File: src/rtl/isa_dsp_target_if.sv
// isa_dsp_target_if: ISA I/O + DMA bus and local byte stream between a bus master and the card target
interface isa_dsp_target_if;
    logic [15:0] isa_a;
    logic        isa_aen;
    logic [7:0]  isa_d_in;
    logic [7:0]  isa_d_out;
    logic        isa_d_oe;
    logic        isa_ior_n;
    logic        isa_iow_n;
    logic        isa_dack_n;
    logic        isa_drq;
    logic        isa_irq;
    logic [7:0]  out_data;
    logic        out_valid;
    logic        out_ready;
    modport master (
        output isa_a, isa_aen, isa_d_in, isa_ior_n, isa_iow_n, isa_dack_n, out_ready,
        input  isa_d_out, isa_d_oe, isa_drq, isa_irq, out_data, out_valid
    );
    modport slave (
        input  isa_a, isa_aen, isa_d_in, isa_ior_n, isa_iow_n, isa_dack_n, out_ready,
        output isa_d_out, isa_d_oe, isa_drq, isa_irq, out_data, out_valid
    );
endinterface

File: src/rtl/isa_dsp_target.sv
// isa_dsp_target: ISA I/O register target with single-mode DMA write into a byte FIFO.
// Optional ISA_DSP_TARGET_STATE_OUT_EN exposes the FSM state as state_out[3:0].
module isa_dsp_target #(
    parameter logic [15:0] BASE_ADDR  = 16'h0220,
    parameter int          FIFO_DEPTH = 16
) (
    input  logic           clk,
    input  logic           reset_n,
    isa_dsp_target_if.slave bus
`ifdef ISA_DSP_TARGET_STATE_OUT_EN
    ,
    output logic [3:0]     state_out
`endif
);
    localparam int AW = $clog2(FIFO_DEPTH);
    localparam logic [AW:0] DEPTH = (AW + 1)'(FIFO_DEPTH);
    localparam logic [2:0] IDLE = 3'd0, IO_RD = 3'd1, IO_WR = 3'd2, DMA_WR = 3'd3, RECOVER = 3'd4;

    // strobe sync order {dack_n, iow_n, ior_n}; bus sync order {aen, a, d}
    logic [2:0]  stb_m_q, stb_s_q;
    logic [24:0] bus_m_q, bus_s_q;
    logic [2:0]  state_q, state_d;
    logic        first_q, first_d;
    logic [3:0]  off_q, off_d;
    logic [7:0]  dat_q, dat_d;
    logic        dma_en_q, dma_en_d, irq_en_q, irq_en_d, irq_pend_q, irq_pend_d, ovf_q, ovf_d;
    logic [15:0] cnt_q, cnt_d;
    logic [7:0]  scratch_q, scratch_d, d_out_q, d_out_d, rd_mux;
    logic        oe_q, oe_d, drq_q, drq_d, irq_q, irq_d;
    logic [AW:0] wr_ptr_q, wr_ptr_d, rd_ptr_q, rd_ptr_d, level;
    logic [7:0]  mem_q [FIFO_DEPTH];
    logic        ior, iow, dack, hit, empty, full, pop, wr, push, push_ok;

    assign ior     = ~stb_s_q[0];
    assign iow     = ~stb_s_q[1];
    assign dack    = ~stb_s_q[2];
    assign hit     = ~bus_s_q[24] & (bus_s_q[23:12] == BASE_ADDR[15:4]);
    assign level   = wr_ptr_q - rd_ptr_q;
    assign empty   = level == '0;
    assign full    = level == DEPTH;
    assign pop     = ~empty & bus.out_ready;
    assign wr      = (state_q == IO_WR) & first_q;
    assign push    = (state_q == DMA_WR) & first_q;
    assign push_ok = push & (~full | pop);

    always_comb begin
        state_d = state_q;
        case (state_q)
            IDLE:
                if (dack & iow) state_d = DMA_WR;
                else if (ior & ~iow & ~dack & hit) state_d = IO_RD;
                else if (iow & ~ior & ~dack & hit) state_d = IO_WR;
                else if (ior | iow | dack) state_d = RECOVER;
            IO_RD:   state_d = ior ? IO_RD : IDLE;
            IO_WR:   state_d = iow ? IO_WR : IDLE;
            DMA_WR:  state_d = (iow | dack) ? DMA_WR : IDLE;
            default: state_d = (ior | iow | dack) ? RECOVER : IDLE;
        endcase
        // address and data are latched on the IDLE exit edge; the action happens one cycle later
        first_d = (state_q == IDLE) & (state_d != IDLE);
        off_d   = first_d ? bus_s_q[11:8] : off_q;
        dat_d   = first_d ? bus_s_q[7:0] : dat_q;
    end

    always_comb begin
        dma_en_d   = dma_en_q;
        irq_en_d   = irq_en_q;
        irq_pend_d = irq_pend_q;
        ovf_d      = ovf_q;
        cnt_d      = cnt_q;
        scratch_d  = scratch_q;
        if (wr) begin
            case (off_q)
                4'd0: {irq_en_d, dma_en_d} = dat_q[1:0];
                4'd1: cnt_d[7:0] = dat_q;
                4'd2: cnt_d[15:8] = dat_q;
                4'd3: begin
                    irq_pend_d = irq_pend_q & ~dat_q[0];
                    ovf_d      = ovf_q & ~dat_q[1];
                end
                4'd4: scratch_d = dat_q;
                default: ;
            endcase
        end
        if (push) begin
            dma_en_d   = (cnt_q == 16'd0) ? 1'b0 : dma_en_q;
            irq_pend_d = (cnt_q == 16'd0) | irq_pend_q;
            cnt_d      = (cnt_q == 16'd0) ? cnt_q : cnt_q - 16'd1;
            ovf_d      = ovf_q | ~push_ok;
        end
        wr_ptr_d = wr_ptr_q + (AW + 1)'(push_ok);
        rd_ptr_d = rd_ptr_q + (AW + 1)'(pop);
        rd_mux   = off_d == 4'd0 ? {6'd0, irq_en_q, dma_en_q} :
                   off_d == 4'd1 ? cnt_q[7:0] :
                   off_d == 4'd2 ? cnt_q[15:8] :
                   off_d == 4'd3 ? {dma_en_q, 3'd0, full, empty, ovf_q, irq_pend_q} :
                   off_d == 4'd4 ? scratch_q : 8'hFF;
        oe_d     = state_d == IO_RD;
        d_out_d  = oe_d ? rd_mux : 8'h00;
        drq_d    = dma_en_q & ~full & (state_q == IDLE) & ~dack;
        irq_d    = irq_pend_q & irq_en_q;
    end

    always_ff @(posedge clk or negedge reset_n) begin
        if (!reset_n) begin
            stb_m_q    <= '1;
            stb_s_q    <= '1;
            bus_m_q    <= '0;
            bus_s_q    <= '0;
            state_q    <= IDLE;
            first_q    <= 1'b0;
            off_q      <= '0;
            dat_q      <= '0;
            dma_en_q   <= 1'b0;
            irq_en_q   <= 1'b0;
            irq_pend_q <= 1'b0;
            ovf_q      <= 1'b0;
            cnt_q      <= '0;
            scratch_q  <= '0;
            d_out_q    <= '0;
            oe_q       <= 1'b0;
            drq_q      <= 1'b0;
            irq_q      <= 1'b0;
            wr_ptr_q   <= '0;
            rd_ptr_q   <= '0;
        end else begin
            stb_m_q    <= {bus.isa_dack_n, bus.isa_iow_n, bus.isa_ior_n};
            stb_s_q    <= stb_m_q;
            bus_m_q    <= {bus.isa_aen, bus.isa_a, bus.isa_d_in};
            bus_s_q    <= bus_m_q;
            state_q    <= state_d;
            first_q    <= first_d;
            off_q      <= off_d;
            dat_q      <= dat_d;
            dma_en_q   <= dma_en_d;
            irq_en_q   <= irq_en_d;
            irq_pend_q <= irq_pend_d;
            ovf_q      <= ovf_d;
            cnt_q      <= cnt_d;
            scratch_q  <= scratch_d;
            d_out_q    <= d_out_d;
            oe_q       <= oe_d;
            drq_q      <= drq_d;
            irq_q      <= irq_d;
            wr_ptr_q   <= wr_ptr_d;
            rd_ptr_q   <= rd_ptr_d;
        end
    end

    always_ff @(posedge clk) begin
        if (push_ok) mem_q[wr_ptr_q[AW-1:0]] <= dat_q;
    end

    assign bus.isa_d_out = d_out_q;
    assign bus.isa_d_oe  = oe_q;
    assign bus.isa_drq   = drq_q;
    assign bus.isa_irq   = irq_q;
    assign bus.out_data  = mem_q[rd_ptr_q[AW-1:0]];
    assign bus.out_valid = ~empty;
`ifdef ISA_DSP_TARGET_STATE_OUT_EN
    assign state_out = {1'b0, state_q};
`endif
endmodule
File: src/flat_wrapper.sv
// flat-port wrapper written by rule: the top's interface ports become plain ports
module isa_dsp_target_flat 
#(
    parameter logic [15:0] BASE_ADDR  = 16'h0220,
    parameter int          FIFO_DEPTH = 16
)
  (clk, reset_n, bus_isa_a, bus_isa_aen, bus_isa_d_in, bus_isa_ior_n, bus_isa_iow_n, bus_isa_dack_n, bus_out_ready, bus_isa_d_out, bus_isa_d_oe, bus_isa_drq, bus_isa_irq, bus_out_data, bus_out_valid);
  isa_dsp_target_if bus_i ();
  input  logic clk;
  input  logic reset_n;
  input wire logic [$bits(bus_i.isa_a)-1:0] bus_isa_a;
  input wire logic [$bits(bus_i.isa_aen)-1:0] bus_isa_aen;
  input wire logic [$bits(bus_i.isa_d_in)-1:0] bus_isa_d_in;
  input wire logic [$bits(bus_i.isa_ior_n)-1:0] bus_isa_ior_n;
  input wire logic [$bits(bus_i.isa_iow_n)-1:0] bus_isa_iow_n;
  input wire logic [$bits(bus_i.isa_dack_n)-1:0] bus_isa_dack_n;
  input wire logic [$bits(bus_i.out_ready)-1:0] bus_out_ready;
  output wire logic [$bits(bus_i.isa_d_out)-1:0] bus_isa_d_out;
  output wire logic [$bits(bus_i.isa_d_oe)-1:0] bus_isa_d_oe;
  output wire logic [$bits(bus_i.isa_drq)-1:0] bus_isa_drq;
  output wire logic [$bits(bus_i.isa_irq)-1:0] bus_isa_irq;
  output wire logic [$bits(bus_i.out_data)-1:0] bus_out_data;
  output wire logic [$bits(bus_i.out_valid)-1:0] bus_out_valid;
  assign bus_i.isa_a = bus_isa_a;
  assign bus_i.isa_aen = bus_isa_aen;
  assign bus_i.isa_d_in = bus_isa_d_in;
  assign bus_i.isa_ior_n = bus_isa_ior_n;
  assign bus_i.isa_iow_n = bus_isa_iow_n;
  assign bus_i.isa_dack_n = bus_isa_dack_n;
  assign bus_i.out_ready = bus_out_ready;
  assign bus_isa_d_out = bus_i.isa_d_out;
  assign bus_isa_d_oe = bus_i.isa_d_oe;
  assign bus_isa_drq = bus_i.isa_drq;
  assign bus_isa_irq = bus_i.isa_irq;
  assign bus_out_data = bus_i.out_data;
  assign bus_out_valid = bus_i.out_valid;
  isa_dsp_target #(.BASE_ADDR(BASE_ADDR), .FIFO_DEPTH(FIFO_DEPTH)) u_core (.clk(clk), .reset_n(reset_n), .bus(bus_i));
endmodule
File: config.mk
export PLATFORM = sky130hd
export DESIGN_NAME = isa_dsp_target_flat
export DESIGN_NICKNAME = d
export VERILOG_FILES = /design/src/rtl/isa_dsp_target_if.sv /design/src/rtl/isa_dsp_target.sv /design/src/flat_wrapper.sv
export SDC_FILE = /design/constraint.sdc
export NUM_CORES = 1
export LEC_CHECK = 0
export BUFFER_PORTS_ARGS = -buffer_cell sky130_fd_sc_hd__clkbuf_2
export CORE_AREA = 3 3 186 188
export DETAILED_ROUTE_END_ITERATION = 6
export DIE_AREA = 0 0 189 191
export PLACE_DENSITY = 0.48
export SLEW_MARGIN = 30
export SYNTH_ARGS = -nofsm -noshare
export SYNTH_HDL_FRONTEND = slang
export SYNTH_SLANG_ARGS = --single-unit
File: constraint.sdc
create_clock -name clk -period 3.73 [get_ports clk]
set_input_delay 0.9325 -clock clk [delete_from_list [all_inputs] [get_ports clk]]
set_output_delay 0.9325 -clock clk [all_outputs]
set_load 0.02 [all_outputs]
== Word level (Yosys, flattened, before mapping) ==
Memories as Yosys holds them, arrays and structs flattened.
Index checks and enable logic that the tools add are counted.
Storage, ports and cells
  register bits: 121
  latch bits: 0
  bits in writable memories: 128
  ROM bits: 0
  input bits: 31
  output and inout port bits: 20
  logic and storage cells: 126
  memories kept: 1
Cells by class
  $add $sub $neg: 4
  multiply operators: 0
  divide/modulo/power cells: 0
  magnitude comparators: 0
  eq/ne operators: 16
  shift-type cells: 0
  mux-type cells: 33
  bitwise gates (word level): 34
  reduce and logical (&&, ||, !) cells: 17
Memory list
  u_core.mem_q: words 16, bits a word 8, read ports 1, clocked after memory_dff 0, wr ports 1, line isa_dsp_target.sv:31  | logic [7:0] mem_q [FIFO_DEPTH];
Operators with widths (count)
  8-bit two-way mux: 8
  16-bit two-way mux: 3
  1-bit bitwise AND: 19
  4-bit by 2-bit equality test with 1-bit output (second input constant): 4
  16-bit logical NOT: 1
  16-bit by 1-bit subtractor with 16-bit output (second input constant): 1
  3-bit two-way mux: 5
  1-bit two-way mux: 13
  12-bit by 6-bit equality test with 1-bit output (second input constant): 1
  3-bit one-hot mux with 4 select lines: 1
  5-bit by 1-bit adder with 5-bit output: 2
  2-bit nonzero test: 5
  1-bit NOT: 9
  3-bit AND reduction: 3
  4-bit by 1-bit equality test with 1-bit output (second input constant): 2
  4-bit by 3-bit equality test with 1-bit output (second input constant): 2
  4-bit logical NOT: 2
  3-bit by 1-bit equality test with 1-bit output (second input constant): 2
  3-bit by 2-bit equality test with 1-bit output (second input constant): 2
  1-bit OR: 6
  2-bit AND reduction: 3
  5-bit equality test (second input constant): 1
  5-bit logical NOT: 1
  5-bit subtractor: 1
  5 further kinds: 7

== Longest topological paths before layout ==
Gate-level depths: netlist of the first run.
  word-level depth: 18
  depth in mapped cells: 14
  depth with buffers taken out: 11

== Worst setup path after synthesis of the first run ==
Ideal clock, no wire load.
  kind: register to register
  from: register u_core.rd_ptr_q[1]
  to: memory u_core.mem_q[0][0], enable pin
  library setup time: 0.395 ns
  data arrival time: 3.326 ns
  data required time: 3.335 ns
  path slack: 0.009 ns
  cell stages (with the launch flop): 11
  buffers on the path: 3
  period minus slack after synthesis: 3.721 ns
  path through: dfrtp_1 > clkbuf_1 > buf_1 > inv_1 > ha_1 > nor2b_1 > o31a_1 > or3_1 > a41o_1 > clkbuf_1 > nor4_1
Between the ends
  word-level cells in the longest chain between the ends: 8
  elaborated cells on any way between the ends: 10
  those cells by class: add/sub: 1; eq/ne: 1; mux: 2; bitwise: 5; reduce/logical: 1
Ends and longest elaborated chain
  from (decl): line isa_dsp_target.sv:30  | logic [AW:0] wr_ptr_q, wr_ptr_d, rd_ptr_q, rd_ptr_d, level;
  from (signal assigned): line isa_dsp_target.sv:146  | rd_ptr_q <= rd_ptr_d;
  5-bit subtractor (*): line isa_dsp_target.sv:38  | assign level = wr_ptr_q - rd_ptr_q;
  5-bit logical NOT: line isa_dsp_target.sv:39  | assign empty = level == '0;
  1-bit NOT: line isa_dsp_target.sv:41  | assign pop = ~empty & bus.out_ready;
  1-bit bitwise AND: line isa_dsp_target.sv:41
  1-bit OR (*): line isa_dsp_target.sv:44  | assign push_ok = push & (~full | pop);
  1-bit bitwise AND (*): line isa_dsp_target.sv:44
  1-bit two-way mux (*): line isa_dsp_target.sv:151  | if (push_ok) mem_q[wr_ptr_q[AW-1:0]] <= dat_q;
  1-bit two-way mux (not written as such) (*): line isa_dsp_target.sv:151
  to (decl): line isa_dsp_target.sv:31
Mark *: on every way between the ends. The rest lies on a longest branch, timed or not.

== Worst setup path after layout of the first run ==
  from: register u_core.wr_ptr_q[2]
  to: output bus_out_valid
Between the ends
  word-level cells in the longest chain between the ends: 3
Ends and longest elaborated chain
  from (decl): line isa_dsp_target.sv:30
  from (signal assigned): line isa_dsp_target.sv:145  | wr_ptr_q <= wr_ptr_d;
  5-bit subtractor: line isa_dsp_target.sv:38
  5-bit logical NOT: line isa_dsp_target.sv:39
  1-bit NOT: line isa_dsp_target.sv:159  | assign bus.out_valid = ~empty;
  to (decl): line flat_wrapper.sv:23  | output wire logic [$bits(bus_i.out_valid)-1:0] bus_out_valid;
Every way passes these cells.

==> results of run 1 <==
[worst max-delay path: stages (launching register included)]
cell and delay [ns]:
dfrtp_1 0.55, ha_1 0.33, o21a_1 0.19, o31a_1 0.10, o21ai_0 0.41, nand2_1 0.16, nand2_1 0.11, clkbuf_2 0.17
[power breakdown]
| group | internal, mW | switching, mW |
|---|---|---|
| clock | 1.71 | 1.08 |
| sequential | 3.33 | 0.507 |
| combinational | 1.00 | 1.22 |
| total | 6.04 | 2.80 |
[state kept, by name, summed over array words and instances, names as in the netlist, 5 cells and up]
signal                flops
u_core.mem_q            128
u_core.bus_m_q           25
u_core.bus_s_q           25
u_core.cnt_q             16
u_core.bus.isa_d_out      8
u_core.dat_q              8
u_core.scratch_q          8
u_core.rd_ptr_q           5
u_core.wr_ptr_q           5
[per-stage QoR]
step,cells,util [%],cell area [µm²],hold slack [ns]
after floorplan,636,-,9910,0.331
after global placement,1130,32.5,10800,0.334
after detailed placement,1130,32.5,10800,0.335
after CTS,1179,35.4,11800,0.336
after global routing,1179,35.4,11800,0.342
final,1179,35.4,11800,0.332
[metal layers]
| layer | routed length (µm) | global-route usage (%) |
|---|---|---|
| met2 | 10700 | 20.9 |
| met3 | 1100 | 2.07 |
| met5 | 0 | 0 |
| met1 | 9410 | 16.3 |
| met4 | 817 | 4.47 |
[logic make-up (layout without fill, tap and decap cells)]
family	count (synthesis)	in the layout
flip-flops	249	249
AND/OR/NAND/NOR	170	170
AO/OA/AOI/OAI	103	103
multiplexers	52	52
buffers and inverters	44	139
adder cells (fa/ha/maj)	10	10
XOR/XNOR	8	8
[worst paths after layout]
check                                   start                       to  slack (ns)
setup / recovery           u_core.wr_ptr_q[2]            bus_out_valid        0.23
hold / removal             u_core.bus_m_q[13]       u_core.bus_s_q[13]        0.33
setup reg to reg            u_core.stb_s_q[2]  u_core.bus.isa_d_out[6]        0.69
hold reg to reg            u_core.bus_m_q[13]       u_core.bus_s_q[13]        0.33
max in group asynchronous             reset_n        u_core.stb_s_q[2]        2.48
min in group asynchronous             reset_n          u_core.cnt_q[4]        0.42
[cell usage in the layout, fill, tap and decap left out, types with 7 or more instances in the layout]
master     count
dfrtp_1      114
buf_4         24
mux2_2         9
clkbuf_2      49
edfxtp_1     128
o21ai_0       24
nand2b_1       7
nor2_1        13
o22ai_1        8
nand2_1       55
clkbuf_16     29
nor4_1        18
nor3_1        17
ha_1           9
inv_1         13
a22o_1         9
clkbuf_8       8
nand3_1        8
a21oi_1       24
mux4_2        40
[cell type report]
type	count	area [µm²]	area share (%)
Clock buffer	40	847	7.19
Multi-Input combinational cell	343	2870	24.3
Sequential cell	249	6880	58.4
Inverter	15	56.3	0.478
Tap cell	448	561	4.76
Clock inverter	9	110	0.934
Timing Repair Buffer	75	465	3.95
==> summary.txt, run 1 <==
STA
  – Max Clock Skew: 0.0239 ns
  – Fin. max-slew vios: 0
  – Fin. Hold Viols: 0
  – Period utilisation layout: 93.9%
  – Setup TNS: 0 ns
  – Achievable Freq: 0.285 GHz
  – Max_slew headroom: 39.8%
  – Worst Tran Pin Value: 0.901 ns
  – RSZ-0062 raised after global routing: no
  – Tmin final: 3.50 ns
  – Final setup viols: 0
  – Final worst slack: 0.226 ns

Critical path
  – Crit Path Max Fanout: 11
  – Worst r2r path cells: 6
  – Critical Path Sink Type: output pin
  – Worst Setup Start Kind: flip-flop
  – Crit path DAT: 2.57 ns
  – Worst Setup Path Type: reg -> out
  – Critical Path RT: 2.80 ns

Synth
  – Yosys cell types: 67
  – Synth Cell Area: 9910 µm²
  – Post-synthesis compound-gate area fraction: 6.87%
  – Synth top area cells: edfxtp_1 39%, dfrtp_1 29%, mux4_2 9.1%
  – Post-synth EDFFs: 128
  – Commonest register cell after synthesis: edfxtp_1
  – Post-Syn Instances: 636
  – Post-Synth Simple-Gate Area: 9.58%
  – Syn avg cell area: 15.6 µm²
  – YS warnings: 0
  – Count leader, synth: edfxtp_1
  – Seq/Total Area, Yosys: 69.4%
  – Post-Synth XOR/XNOR Area: 0.707%
  – Largest family of logic cells by synthesized area: multiplexers
  – Mapped Nets: 676
  – Synth Area in Adders: 1.24%
  – Post-synthesis sequential element count: 249
  – Mux contribution to synthesized area: 10.4%
  – Post-synth top area share: 38.8%
  – Most frequent cells after synthesis: 128 x edfxtp_1, 115 x dfrtp_1, 55 x nand2_1
  – Async set-reset flop share out of synthesis: 48.6%
  – Area leader, netlist: edfxtp_1

Clock network
  – CTS Buf Count: 27
  – Clk slew on worst S/H paths: 0.07 ns
  – TritonCTS clock tree: yes
  – H-tree levels: 1
  – Root cell of the clock tree: clkbuf_16
  – Clk sinks: 249
  – Clk buf depth: 3
  – Hold_buf cts: 0
  – Post-CTS Setup Bufs: 0
  – Clock Latency Late Sink: 0.55 ns
  – Post_cts resized: 0

Die
  – Starting Density: 29.8%
  – FP Rows: 67
  – IO Count: 51
  – Die height: 191 µm
  – Die ar.: 36100 µm²
  – Die Wd: 189 µm
  – Core footprint: 33300 µm²

Routing
  – DRC: 0
  – Via density: 4.98
  – Drt wl/cell: 18.7 µm
  – DRT antenna net count: 0
  – Routed WL: 22000 µm
  – Via count: 5867
  – Drt initial violations: 457
  – Initial DRT Pass Iterations: 6

Global routing
  – Global-route wire length before repair: 35400 µm
  – Number of global-route vias before repair: 6117
  – GRT Residual Overflow: 0
  – Antenna violations before repair: 0
  – GRT Total Usage: 12.5%
  – Largest net degree at the start of global routing: 51

Finish
  – Final #Nets: 751
  – Layout cells sized above 1: 26.3%
  – Area Overhead vs Synth: 19.0%
  – Filler cells: 3190
  – Ant. Diodes: 0

Placement
  – Dpl hpwl: 14500 µm
  – Port Buffers: 50
  – GP Congestion: 0.794
  – Place WS: 0.733 ns

Pwr
  – Static Leak: 4.53 nW
  – VDD IR-drop max: 0.348 mV
  – Power Density: 750 nW/µm²
  – Pwr Total: 8.84 mW

Min path
  – Hold depth: 0
  – Hold Path Class: reg -> reg

Run
  – MaxCap Viol Count: 0

Status
  – Result of the run: finished clean
(Power assumes the default switching activity.)
==> inputs of run 2 (changes only) <==
Settings changed: CORE_AREA 3 3 186 188 to 3 3 139 141, CTS_CLUSTER_DIAMETER set to 50, DIE_AREA 0 0 189 191 to 0 0 142 144, PLACE_DENSITY 0.48 to 0.76.
==> run 2 against run 1 <==
Against the previous run:
- critical path type unchanged
- via count rose by 0.73%
- clock-buffer cell count fell by 8
- final cell count fell by 19%
- highest routed layer unchanged
==> summary.txt, run 2 (same netlist as run 1, synthesis figures left out) <==
Finish
  – Final #Nets: 750 (-0.13%)
  – Max reg flops: 128 (unchanged)
  – Most frequent cells in the layout: 128 x edfxtp_1, 114 x dfrtp_1, 55 x nand2_1, 49 x clkbuf_2, 40 x mux4_2
  – Area Overhead vs Synth: 15.0%
  – Post-route cell area: 11400 µm² (-3.4%)
  – Ant. Diodes: 0 (unchanged)
  – Most common cell after layout, fill and taps aside: edfxtp_1
  – Layout cells sized above 1: 25.9% (-0.34 points)

Clock network
  – Clk slew on worst S/H paths: 0.06 ns (about the same)
  – Root cell of the clock tree: clkbuf_16
  – H-tree levels: 1 (unchanged)
  – CTS Buf Count: 26 (-3.7%)
  – Hold_buf cts: 0 (unchanged)
  – Clk buf depth: 3 (unchanged)
  – Post_cts resized: 0 (unchanged)
  – TritonCTS clock tree: yes
  – Clock Latency Late Sink: 0.52 ns (-0.03 ns)
  – Clk sinks: 249 (unchanged)
  – Post-CTS Setup Bufs: 0 (unchanged)

STA
  – Setup TNS: 0 ns (unchanged)
  – Period utilisation layout: 93.8% (-0.18 points)
  – RSZ-0062 raised after global routing: no
  – Hold WS: 0.340 ns (+0.00758 ns)
  – Max_slew headroom: 43.3% (+3.5 points)
  – Fin. max-slew vios: 0 (unchanged)
  – Final setup viols: 0 (unchanged)
  – Achievable Freq: 0.286 GHz (+0.19%)
  – Max Clock Skew: 0.00986 ns (-0.0141 ns)
  – Fin. Hold Viols: 0 (unchanged)
  – Tmin final: 3.50 ns (-0.00667 ns)
  – Worst Tran Pin Value: 0.849 ns (-0.0524 ns)

Global routing
  – Largest net degree at the start of global routing: 63 (+24%)
  – GRT Residual Overflow: 0 (unchanged)
  – GRT Total Usage: 20.2% (+7.8 points)
  – Number of global-route vias before repair: 6047 (-1.1%)
  – Global-route wire length before repair: 32200 µm (-9.0%)
  – Antenna violations before repair: 0 (unchanged)

Die
  – Die Wd: 142 µm (-25%)
  – IO Count: 51 (unchanged)
  – Die ar.: 20400 µm² (-43%)
  – FP Rows: 49 (-27%)
  – Die height: 144 µm (-25%)
  – Starting Density: 54.8% (+25 points)
  – Core footprint: 18100 µm² (-46%)

Critical path
  – Crit Path Max Fanout: 7 (-4)
  – Worst r2r src: u_core.wr_ptr_q[1]
  – Crit. Startpoint: u_core.wr_ptr_q[1]
  – Crit path DAT: 2.56 ns (about the same)
  – Worst r2r path cells: 8 (+2)
  – Critical path, cell by cell: ha_1, nor2b_1, o31a_1, o21ai_0, nand2_1, nand2_1, clkbuf_2
  – Critical Path Sink Type: output pin
  – CP max-delay cell: dfrtp_1
  – Worst Setup Start Kind: flip-flop
  – Worst Path Buf+Inv: 1 (unchanged)
  – CP max stage delay: 0.45 ns (-0.10 ns)
  – Most used cell along the critical path: nand2_1
  – Worst Setup Path Type: reg -> out
  – Critical Path RT: 2.80 ns (about the same)
  – Critical path's top delay family: compound AO/OA/AOI/OAI gates
  – Reg2Reg Setup Slack: 0.76 ns (+0.07 ns)
  – RR Endpoint: u_core.mem_q[8][0]

Routing
  – Initial DRT Pass Iterations: 5 (-1)
  – Drt initial violations: 608 (+33%)
  – DRC: 0 (unchanged)
  – Routed WL: 20200 µm (-8.3%)
  – Via count: 5910 (+0.73%)
  – DRT antenna net count: 0 (unchanged)
  – Via density: 6.17 (+24%)
  – Drt wl/cell: 21.1 µm (+13%)

Run
  – MaxCap Viol Count: 0 (unchanged)

Min path
  – Hold path start: u_core.bus_m_q[20]
  – Hold depth: 0 (unchanged)
  – Hold Path Class: reg -> reg
  – Min-Delay Endpoint: u_core.bus_s_q[20]

Placement
  – Dpl hpwl: 13100 µm (-10%)
  – GP Congestion: 0.857 (+7.9%)
  – Placed Area: 10500 µm² (-2.6%)
  – Port Buffers: 50 (unchanged)

Pwr
  – Static Leak: 4.46 nW (-1.6%)
  – VDD IR-drop max: 0.447 mV (+28%)
  – Power Density: 747 nW/µm² (-0.48%)

Status
  – Result of the run: finished clean
[run 2: power breakdown]
part | total [mW] | internal [mW] | switching [mW] | leakage (nW)
Sequential | 3.82 | 3.33 | 0.492 | 2.66
Combinational | 2.19 | 1.00 | 1.19 | 1.38
Clock | 2.49 | 1.45 | 1.04 | 0.419
Total | 8.50 | 5.77 | 2.73 | 4.46
[run 2: per-stage QoR]
step	utilization, %	setup slack (ns)	instances	power [mW]
after floorplan	-	0.00905	636	5.32
after global routing	63.0	0.0547	958	8.93
after detailed placement	58.3	0.634	911	6.07
after global placement	58.3	0.783	911	5.97
final	63.0	0.233	958	8.50
after CTS	62.9	0.252	958	8.57
[run 2: worst max path at each step]
stage / to / slack [ns] / cells after the start
after detailed placement: u_core.mem_q[15][4] / 0.63 / 6
final: bus_out_valid / 0.23 / 7
after global placement: u_core.mem_q[15][6] / 0.78 / 6
after floorplan: u_core.mem_q[0][0] / 0.009 / 10
after global routing: bus_out_valid / 0.05 / 7
after CTS: bus_out_valid / 0.25 / 7
[run 2: cell type report]
type | instances | area (µm²)
well taps | 229 | 287
clock buffers | 32 | 718
clock inverters | 15 | 118
multi-input cells | 343 | 2870
inverters | 15 | 56.3
fillers | 1260 | 6700
repair buffers | 75 | 465
flip-flops and latches | 249 | 6880
[run 2: per-layer routing]
| layer | vias up | global-route usage [%] | wire length, µm |
|---|---|---|---|
| li1 | 2616 | - | - |
| met1 | 2983 | 26.3 | 8080 |
| met2 | 260 | 34.6 | 10000 |
| met3 | 51 | 3.57 | 1460 |
| met4 | 0 | 7.22 | 623 |
| met5 | - | 0 | 0 |
